File: src/rtl/core_stage_fifo_pkg.sv
// Shared types and sizing helpers for the decoupled core stage boundaries.
// The s1->s2 payload struct and the default queue depth live here.
package core_stage_fifo_pkg;

  typedef logic [31:0] word_t;

  typedef struct packed {
    word_t pc;
    word_t instr;
    logic  pred_taken;
    logic  fetch_fault;
  } s1_to_s2_s;

  localparam int CORE_S1_S2_FIFO_DEPTH = 2;

  // Occupancy counter must represent 0..DEPTH inclusive.
  function automatic int fifo_cnt_w(input int depth);
    return $clog2(depth + 1);
  endfunction

  function automatic int fifo_ptr_w(input int depth);
    return (depth > 1) ? $clog2(depth) : 1;
  endfunction

endpackage

File: src/rtl/core_stage_fifo.sv
// Elastic valid/ready queue between two core pipeline stages, with a flush
// that discards all stored entries. Storage is read combinationally at rd_ptr.
module core_stage_fifo
  import core_stage_fifo_pkg::*;
#(
  parameter int DEPTH  = 2,
  parameter int DATA_W = $bits(word_t)
) (
  input  logic                          clk,
  input  logic                          rst_n,
  input  logic                          flush,
  input  logic                          in_valid,
  output logic                          in_ready,
  input  logic [DATA_W-1:0]             in_data,
  output logic                          out_valid,
  input  logic                          out_ready,
  output logic [DATA_W-1:0]             out_data,
  output logic [fifo_cnt_w(DEPTH)-1:0]  count
);

  localparam int PTR_W = fifo_ptr_w(DEPTH);
  localparam int CNT_W = fifo_cnt_w(DEPTH);
  localparam logic [PTR_W-1:0] PTR_LAST = PTR_W'(DEPTH - 1);
  localparam logic [CNT_W-1:0] CNT_FULL = CNT_W'(DEPTH);

  logic [DATA_W-1:0] mem_q [DEPTH];
  logic [PTR_W-1:0]  wr_ptr_q, wr_ptr_d;
  logic [PTR_W-1:0]  rd_ptr_q, rd_ptr_d;
  logic [CNT_W-1:0]  count_q, count_d;
  logic              push, pop;

  // Explicit wrap keeps non-power-of-two depths correct.
  function automatic logic [PTR_W-1:0] ptr_inc(input logic [PTR_W-1:0] p);
    return (p == PTR_LAST) ? '0 : p + 1'b1;
  endfunction

  // in_ready deliberately ignores out_ready: a full queue never takes a push.
  assign in_ready  = (count_q != CNT_FULL) && !flush;
  assign out_valid = (count_q != '0);
  assign out_data  = mem_q[rd_ptr_q];
  assign count     = count_q;

  assign push = in_valid && in_ready;
  assign pop  = out_valid && out_ready;

  always_comb begin
    wr_ptr_d = wr_ptr_q;
    rd_ptr_d = rd_ptr_q;
    count_d  = count_q;
    if (flush) begin
      wr_ptr_d = '0;
      rd_ptr_d = '0;
      count_d  = '0;
    end else begin
      if (push) wr_ptr_d = ptr_inc(wr_ptr_q);
      if (pop)  rd_ptr_d = ptr_inc(rd_ptr_q);
      count_d = count_q + CNT_W'(push) - CNT_W'(pop);
    end
  end

  always_ff @(posedge clk or negedge rst_n) begin
    if (!rst_n) begin
      wr_ptr_q <= '0;
      rd_ptr_q <= '0;
      count_q  <= '0;
    end else begin
      wr_ptr_q <= wr_ptr_d;
      rd_ptr_q <= rd_ptr_d;
      count_q  <= count_d;
    end
  end

  always_ff @(posedge clk) begin
    if (push) mem_q[wr_ptr_q] <= in_data;
  end

`ifndef SYNTHESIS
  always_ff @(posedge clk) begin
    if (rst_n) begin
      assert (count_q <= CNT_FULL)
        else $error("core_stage_fifo: occupancy above DEPTH");
      assert (!$isunknown(out_valid) && !$isunknown(in_ready))
        else $error("core_stage_fifo: X on handshake outputs");
    end
  end

  // Upstream may withdraw in_valid, but must not change data while stalled.
  assert property (@(posedge clk) disable iff (!rst_n)
                   (in_valid && !in_ready) |=> (!in_valid || $stable(in_data)))
    else $error("core_stage_fifo: in_data changed while stalled");
`endif

endmodule

File: config.mk
export PLATFORM = sky130hd
export DESIGN_NAME = core_stage_fifo
export DESIGN_NICKNAME = d
export VERILOG_FILES = /design/src/rtl/core_stage_fifo_pkg.sv /design/src/rtl/core_stage_fifo.sv
export SDC_FILE = /design/constraint.sdc
export NUM_CORES = 1
export LEC_CHECK = 0
export CORE_MARGIN = 1
export CORE_UTILIZATION = 30
export CTS_BUF_LIST = sky130_fd_sc_hd__clkbuf_4
export CTS_CLUSTER_DIAMETER = 120
export CTS_CLUSTER_SIZE = 30
export DETAILED_ROUTE_END_ITERATION = 10
export GPL_TIMING_DRIVEN = 0
export SYNTH_ARGS = -nofsm -noshare
export SYNTH_HDL_FRONTEND = slang
export SYNTH_SLANG_ARGS = --single-unit
File: constraint.sdc
create_clock -name clk -period 2.3 [get_ports clk]
set_clock_uncertainty 0.05 [all_clocks]
set_input_delay 0.69 -clock clk [delete_from_list [all_inputs] [get_ports clk]]
set_output_delay 0.69 -clock clk [all_outputs]
set_load 0.01 [all_outputs]
==> impl_metrics.yaml, run 1 <==
critical_path:
  crit_family: "buffers and inverters"
  crit_path_max_fanout: 5
  worstSetupPathType: "flip-flop to output pin"
  r2r_slack_ns: 0.24
  worstSetupStartpointType: "flip-flop"
  startpoint: "rd_ptr_q"
  worstPathArrival_ns: 1.58
  r2r_end: "count[1]"
  cpPeakStageDelay_ns: 0.38
  crit_required_ns: 1.56
  critPathCaptureType: "output pin"
  cp_num_buf_inv: 4
  slowest_stage: "dfrtp_1"
  regToRegStartpoint: "count[1]"
  path_cells: "buf_6 -> buf_12 -> buf_12 -> mux2_4 -> buf_6"
  r2r_cells: 9
layout:
  synthToLayoutAreaGrowth_pct: 42.7
  stdcell_count: 328
  antenna_cells: 0
  post-route-util_pct: 44.1
  fill_cells: 766
  fin_nets: 254
  stdcell_area_um2: 3840
  drive_gt1_share_pct: 43.6
sta:
  worst_slack_ns: -0.0245
  setup_viol: 6
  period_minus_slack_ns: 2.32
  rsz0062_at_grt: "yes"
  drv_slew: 0
  min_period_over_period_pct: 101
  fmax_mhz: 430
  tightest_slew_ns: 0.559
  slew_headroom_pct: 62.7
  final-hold-violation-count: 0
route:
  vias: 1381
  post_drt_via_cell_ratio: 4.21
  avgRoutedWirePerCell_um: 13.8
  drc: 0
  drt-pass1-iter-count: 4
  drt_iter0_drc: 18
  wl_um: 4510
  final_antenna_net_count: 0
global_routing:
  grt_usage_pct: 10.3
  grt_pass1_vias: 1418
  grt_overflow: 0
  grt_max_degree: 20
  antenna_found_initial: 0
  grt_first_pass_wirelength_um: 7140
clocking:
  cts.sinks: 68
  cts_buffers: 9
  clkTransAtPathRegs_ns: 0.11
  cts_tree: "done"
  cts_buffer_depth: 2
  cts-root-buf: "clkbuf_4"
  cts-hold-fix-buffers: 0
  clock_latency_ns: 0.39
  h-tree-depth: 3
synth:
  synth_nets: 163
  yosys_warnings: 0
  syn_area_um2: 2690
  synth_top_cell_area_share_pct: 71.3
  ys_ff_latch: 68
  ys_top_cells_by_area: "edfxtp_1, mux2_4, dfrtp_1"
  syn_inst: 124
  ys_types: 20
  synth_seq_area_share_pct: 75.1
  synth.avg_cell_area_um2: 21.7
  synth_top_area_cell: "edfxtp_1"
min_path:
  min_path_type: "primary input to asynchronous set/reset pin"
place:
  io_buffers: 72
  dp.cells: 306
  placed_cell_area_um2: 3620
  post-place-ws_ns: -0.431
  place.gp.congestion: 0.652
power_and_ir_drop:
  power.leakage_nw: 1.44
  vdd_ir_drop_max_mv: 0.448
  power.density_nw_per_um2: 992
floorplanning:
  die-area_um2: 9360
  die_x_um: 96.8
  rows: 34
  start_util_pct: 30.9
  io_pins: 73
  coreArea_um2: 8720
  die_h_um: 96.8
outcome:
  status: "complete, but fails checks"
  violations: "negative setup slack"
job:
  drv_cap: 0
## kinds of logic (layout without fill, tap and decap cells)
kind of cell / after synthesis / count (layout) / synth area share, %
fa+ha+maj: 2 / 2 / 0.929
simple gates: 11 / 11 / 2.18
mux: 32 / 32 / 17.4
compound gates: 3 / 3 / 0.836
flops: 68 / 68 / 75.1
xor+xnor: 2 / 2 / 0.650
buf+inv: 6 / 102 / 2.93
## sequential cells by signal (all words and copies together) (netlist names)
register	cells
mem_q	64
rd_ptr_q	1
count	2
wr_ptr_q	1
## power breakdown
| part | internal (W) | leakage (nW) | switching, W |
|---|---|---|---|
| Combinational | 0.000872 | 0.714 | 0.000544 |
| Sequential | 0.00149 | 0.638 | 0.0000391 |
| Clock | 0.000453 | 0.0826 | 0.000410 |
| Total | 0.00282 | 1.44 | 0.000993 |
## layout make-up
type | count | area [um^2] | area share [%]
Tap cell | 108 | 135 | 3.52
Clock inverter | 6 | 88.8 | 2.31
Timing Repair Buffer | 81 | 855 | 22.2
Buffer | 3 | 51.3 | 1.33
Sequential cell | 68 | 2020 | 52.6
Multi-Input combinational cell | 50 | 608 | 15.8
Inverter | 2 | 7.51 | 0.195
Clock buffer | 10 | 75.1 | 1.95
## Yosys cell counts, drive strengths merged
master	n
a211oi	1
and2	1
buf	4
dfrtp	4
edfxtp	64
ha	2
inv	2
mux2	32
nand2b	1
nand3b	1
nor2	4
nor2b	2
nor3	1
o21a	1
o21bai	1
or2	1
xnor2	1
xor2	1
## layer usage
metal  part of all wire (%)  routed length [um]  vias to the layer above  global-route usage (%)
met4                    1.1                  49                        0                    4.48
met2                     46                2060                       55                    15.6
met5                      0                   0                        -                       0
met3                    6.7                 304                        7                    4.84
met1                     46                2100                      657                    12.6
li1                       -                   -                      662                       -
## worst max path at each step
stage | end | slack [ns] | cells after the start
floorplan | mem_q[0][0] | -0.44 | 2
global placement | mem_q[1][4] | -1.98 | 3
detailed placement | count[1] | -0.43 | 8
CTS | out_data[26] | -0.09 | 5
global route | out_data[22] | -0.13 | 5
finish | out_data[22] | -0.02 | 5
## through the flow
stage          setup TNS, ns  hold slack [ns]  power (W)
2_1_floorplan         -28.16            0.344    0.00232
3_3_place_gp         -127.11            0.414    0.00287
3_5_place_dp          -22.48            0.486    0.00291
4_1_cts                -1.25            0.423    0.00380
5_1_grt                -1.49            0.411    0.00400
6_report             -0.0984            0.446    0.00381
## layout by cell type (no fill, tap or decap), types with 2 or more instances in the layout
master,n
edfxtp_1,64
clkdlybuf4s50_1,37
buf_6,30
mux2_4,29
clkbuf_4,10
buf_4,4
buf_12,3
mux2_2,3
dfrtp_1,3
clkbuf_2,3
nor2_4,2
inv_1,2
nor2b_1,2
nor2_1,2
ha_1,2
clkinvlp_4,2
bufinv_16,2
dlygate4sd2_1,2
buf_16,2
buf_2,2
## timing repair
| item | in CTS | in global routing |
|---|---|---|
| setup buffers | 5 | 2 |
| hold endpoints to repair | 0 | 0 |
| pin swaps | 0 | 0 |
| resized for setup | 137 | 24 |
| setup endpoints to repair | 34 | 33 |
No activity file was read; power rests on OpenSTA's default activity.
==> run 2, diff against run 1 <==
--- a/config.mk
+++ b/config.mk
@@ -5,6 +5,7 @@
 export SDC_FILE = /design/constraint.sdc
 export NUM_CORES = 1
 export LEC_CHECK = 0
+export CAP_MARGIN = 20
 export CORE_MARGIN = 1
 export CORE_UTILIZATION = 30
 export CTS_BUF_LIST = sky130_fd_sc_hd__clkbuf_4
@@ -12,6 +13,7 @@
 export CTS_CLUSTER_SIZE = 30
 export DETAILED_ROUTE_END_ITERATION = 10
 export GPL_TIMING_DRIVEN = 0
+export HOLD_SLACK_MARGIN = 0.12
 export SYNTH_ARGS = -nofsm -noshare
 export SYNTH_HDL_FRONTEND = slang
 export SYNTH_SLANG_ARGS = --single-unit
==> results of run 2 <==
No change in the layout: final DEF, timing and power equal those of run 1.
==> run 3, diff against run 2 <==
--- a/config.mk
+++ b/config.mk
@@ -6,14 +6,16 @@
 export NUM_CORES = 1
 export LEC_CHECK = 0
 export CAP_MARGIN = 20
+export CELL_PAD_IN_SITES_DETAIL_PLACEMENT = 0
+export CELL_PAD_IN_SITES_GLOBAL_PLACEMENT = 1
 export CORE_MARGIN = 1
 export CORE_UTILIZATION = 30
 export CTS_BUF_LIST = sky130_fd_sc_hd__clkbuf_4
 export CTS_CLUSTER_DIAMETER = 120
-export CTS_CLUSTER_SIZE = 30
 export DETAILED_ROUTE_END_ITERATION = 10
 export GPL_TIMING_DRIVEN = 0
 export HOLD_SLACK_MARGIN = 0.12
+export PLACE_DENSITY_LB_ADDON = 0.1
 export SYNTH_ARGS = -nofsm -noshare
 export SYNTH_HDL_FRONTEND = slang
 export SYNTH_SLANG_ARGS = --single-unit
==> run 3 against run 2 <==
Against the previous run:
- the run now ends clean
- maximum frequency grew 2.8%
- worst hold slack got worse by 0.015 ns
- via count grew 0.80%
- register-to-register slack better by 0.12 ns
- sequential cell count stayed put
- sequential share of layout area is 0.26 points higher
- non-clock buffer count down 2
- count of clock-buffer cells in the layout is the same
- wire length increased by 6.0%
- combinational power about the same
- clock power increased by 2%
- first-iteration DRC count is 110% higher
- largest cell class unchanged
==> impl_metrics.yaml, run 3 (synthesis results as in run 1) <==
critical_path:
  r2r_cells: 8
  critPathCaptureType: "output pin"
  crit_path_max_fanout: 10
  crit_required_ns: 1.56
  r2r_slack_ns: 0.36
  worstSetupStartpointType: "flip-flop"
  r2r_end: "count[1]"
  regToRegStartpoint: "count[0]"
  worstPathArrival_ns: 1.52
  worstSetupPathType: "flip-flop to output pin"
floorplanning:
  io_pins: 73
  coreArea_um2: 8720
  rows: 34
  die_h_um: 96.8
  start_util_pct: 30.9
  die_x_um: 96.8
  die-area_um2: 9360
outcome:
  status: "finished clean"
route:
  wl_um: 4780
  avgRoutedWirePerCell_um: 14.7
  vias: 1392
  drt_iter0_drc: 38
  drc: 0
  wl_met2_um: 2430
  drt-pass1-iter-count: 4
  m1WireLength_um: 1970
  top_layer_used: "met4"
  route.met3.wl_um: 241
  final_antenna_net_count: 0
  post_drt_via_cell_ratio: 4.27
layout:
  synthToLayoutAreaGrowth_pct: 41.9
  largest_register: "mem_q"
  antenna_cells: 0
  fin_nets: 252
  regArea_um2: 2020
  multi_input_area_um2: 608
  layout_commonest_cell: "edfxtp_1"
  fill_cells: 766
  drive_gt1_share_pct: 42.7
  stdcell_area_um2: 3820
  final_cell_mix: "edfxtp_1, clkdlybuf4s50_1, buf_6"
  largest_reg_flops: 64
sta:
  slew_headroom_pct: 75.9
  final-hold-violation-count: 0
  min_period_over_period_pct: 98.3
  tightest_slew_ns: 0.360
  setup_viol: 0
  fmax_mhz: 442
  rsz0062_at_grt: "yes"
  drv_slew: 0
  period_minus_slack_ns: 2.26
clocking:
  cts-hold-fix-buffers: 0
  clkTransAtPathRegs_ns: 0.11
  cts_tree: "done"
  cts_buffer_depth: 2
  cts.sinks: 68
  clock_latency_ns: 0.41
  cts-root-buf: "clkbuf_4"
  cts_buffers: 9
  h-tree-depth: 3
global_routing:
  grt_overflow: 0
  grt_pass1_vias: 1537
  grt_usage_pct: 11.1
  antenna_found_initial: 0
  grt_first_pass_wirelength_um: 7730
  grt_max_degree: 25
place:
  io_buffers: 72
  place.gp.congestion: 0.724
  dp_hpwl_um: 3230
  placed_cell_area_um2: 3600
min_path:
  min_path_type: "primary input to asynchronous set/reset pin"
power_and_ir_drop:
  vdd_ir_drop_max_mv: 0.470
  power.density_nw_per_um2: 997
  power.leakage_nw: 1.42
  p_total_w: 0.00381
job:
  drv_cap: 0
[run 3: cell count changes in the layout (fill, tap and decap cells not counted)]
cell	delta
buf_16	-2
clkdlybuf4s15_2	+1
clkbuf_2	-2
buf_2	-1
dfrtp_1	+1
dfrtp_2	-1
buf_12	+2
clkdlybuf4s15_1	-1
dlygate4sd2_1	+1
[run 3: report_power, final]
part	switching (W)	internal, W
clock	0.000425	0.000453
combinational	0.000544	0.000854
sequential	0.0000421	0.00149
total	0.00101	0.00280
[run 3: metal layers]
metal / GRT usage [%] / vias to the layer above
li1: - / 658
met1: 12.7 / 677
met2: 18.0 / 45
met3: 3.25 / 12
met4: 7.58 / 0
met5: 0 / -
[run 3: final cells by class]
| type | count | share of cell area [%] |
|---|---|---|
| Timing Repair Buffer | 78 | 21.3 |
| Inverter | 2 | 0.196 |
| Buffer | 4 | 1.87 |
| Clock inverter | 6 | 2.32 |
| Sequential cell | 68 | 52.9 |
| Tap cell | 108 | 3.54 |
| Clock buffer | 10 | 1.96 |
| Multi-Input combinational cell | 50 | 15.9 |
[run 3: what timing repair did]
item / CTS / global route
pin swaps: 0 / 0
setup endpoints to repair: 34 / 32
setup buffers: 3 / 1
hold endpoints to repair: 0 / 0
gates resized for setup: 152 / 6
cloned: 0 / 0
[run 3: worst max-delay path by stage]
stage | start | to | slack [ns]
CTS | rd_ptr_q | out_data[16] | -0.005
floorplan | flush | mem_q[0][0] | -0.44
global route | rd_ptr_q | out_data[16] | -0.03
global placement | flush | mem_q[1][5] | -1.82
finish | rd_ptr_q | out_data[8] | 0.04
detailed placement | flush | count[1] | -0.44
[run 3: worst max-delay path, cell delays in order, from the launching register on]
cell,delay (ns)
dfrtp_1,0.39
buf_6,0.14
buf_12,0.15
mux2_4,0.30
buf_6,0.12
[run 3: through the flow]
| step | setup TNS (ns) | worst slack, ns | util [%] | cells | hold WS (ns) |
|---|---|---|---|---|---|
| 5_1_grt | -0.639 | -0.0331 | 43.8 | 326 | 0.406 |
| 3_3_place_gp | -116.72 | -1.82 | 40.7 | 304 | 0.415 |
| 3_5_place_dp | -13.99 | -0.442 | 41.3 | 306 | 0.480 |
| 4_1_cts | -0.00605 | -0.00499 | 43.4 | 325 | 0.408 |
| 2_1_floorplan | -28.16 | -0.440 | - | 124 | 0.344 |
| 6_report | 0 | 0.0396 | 43.8 | 326 | 0.431 |
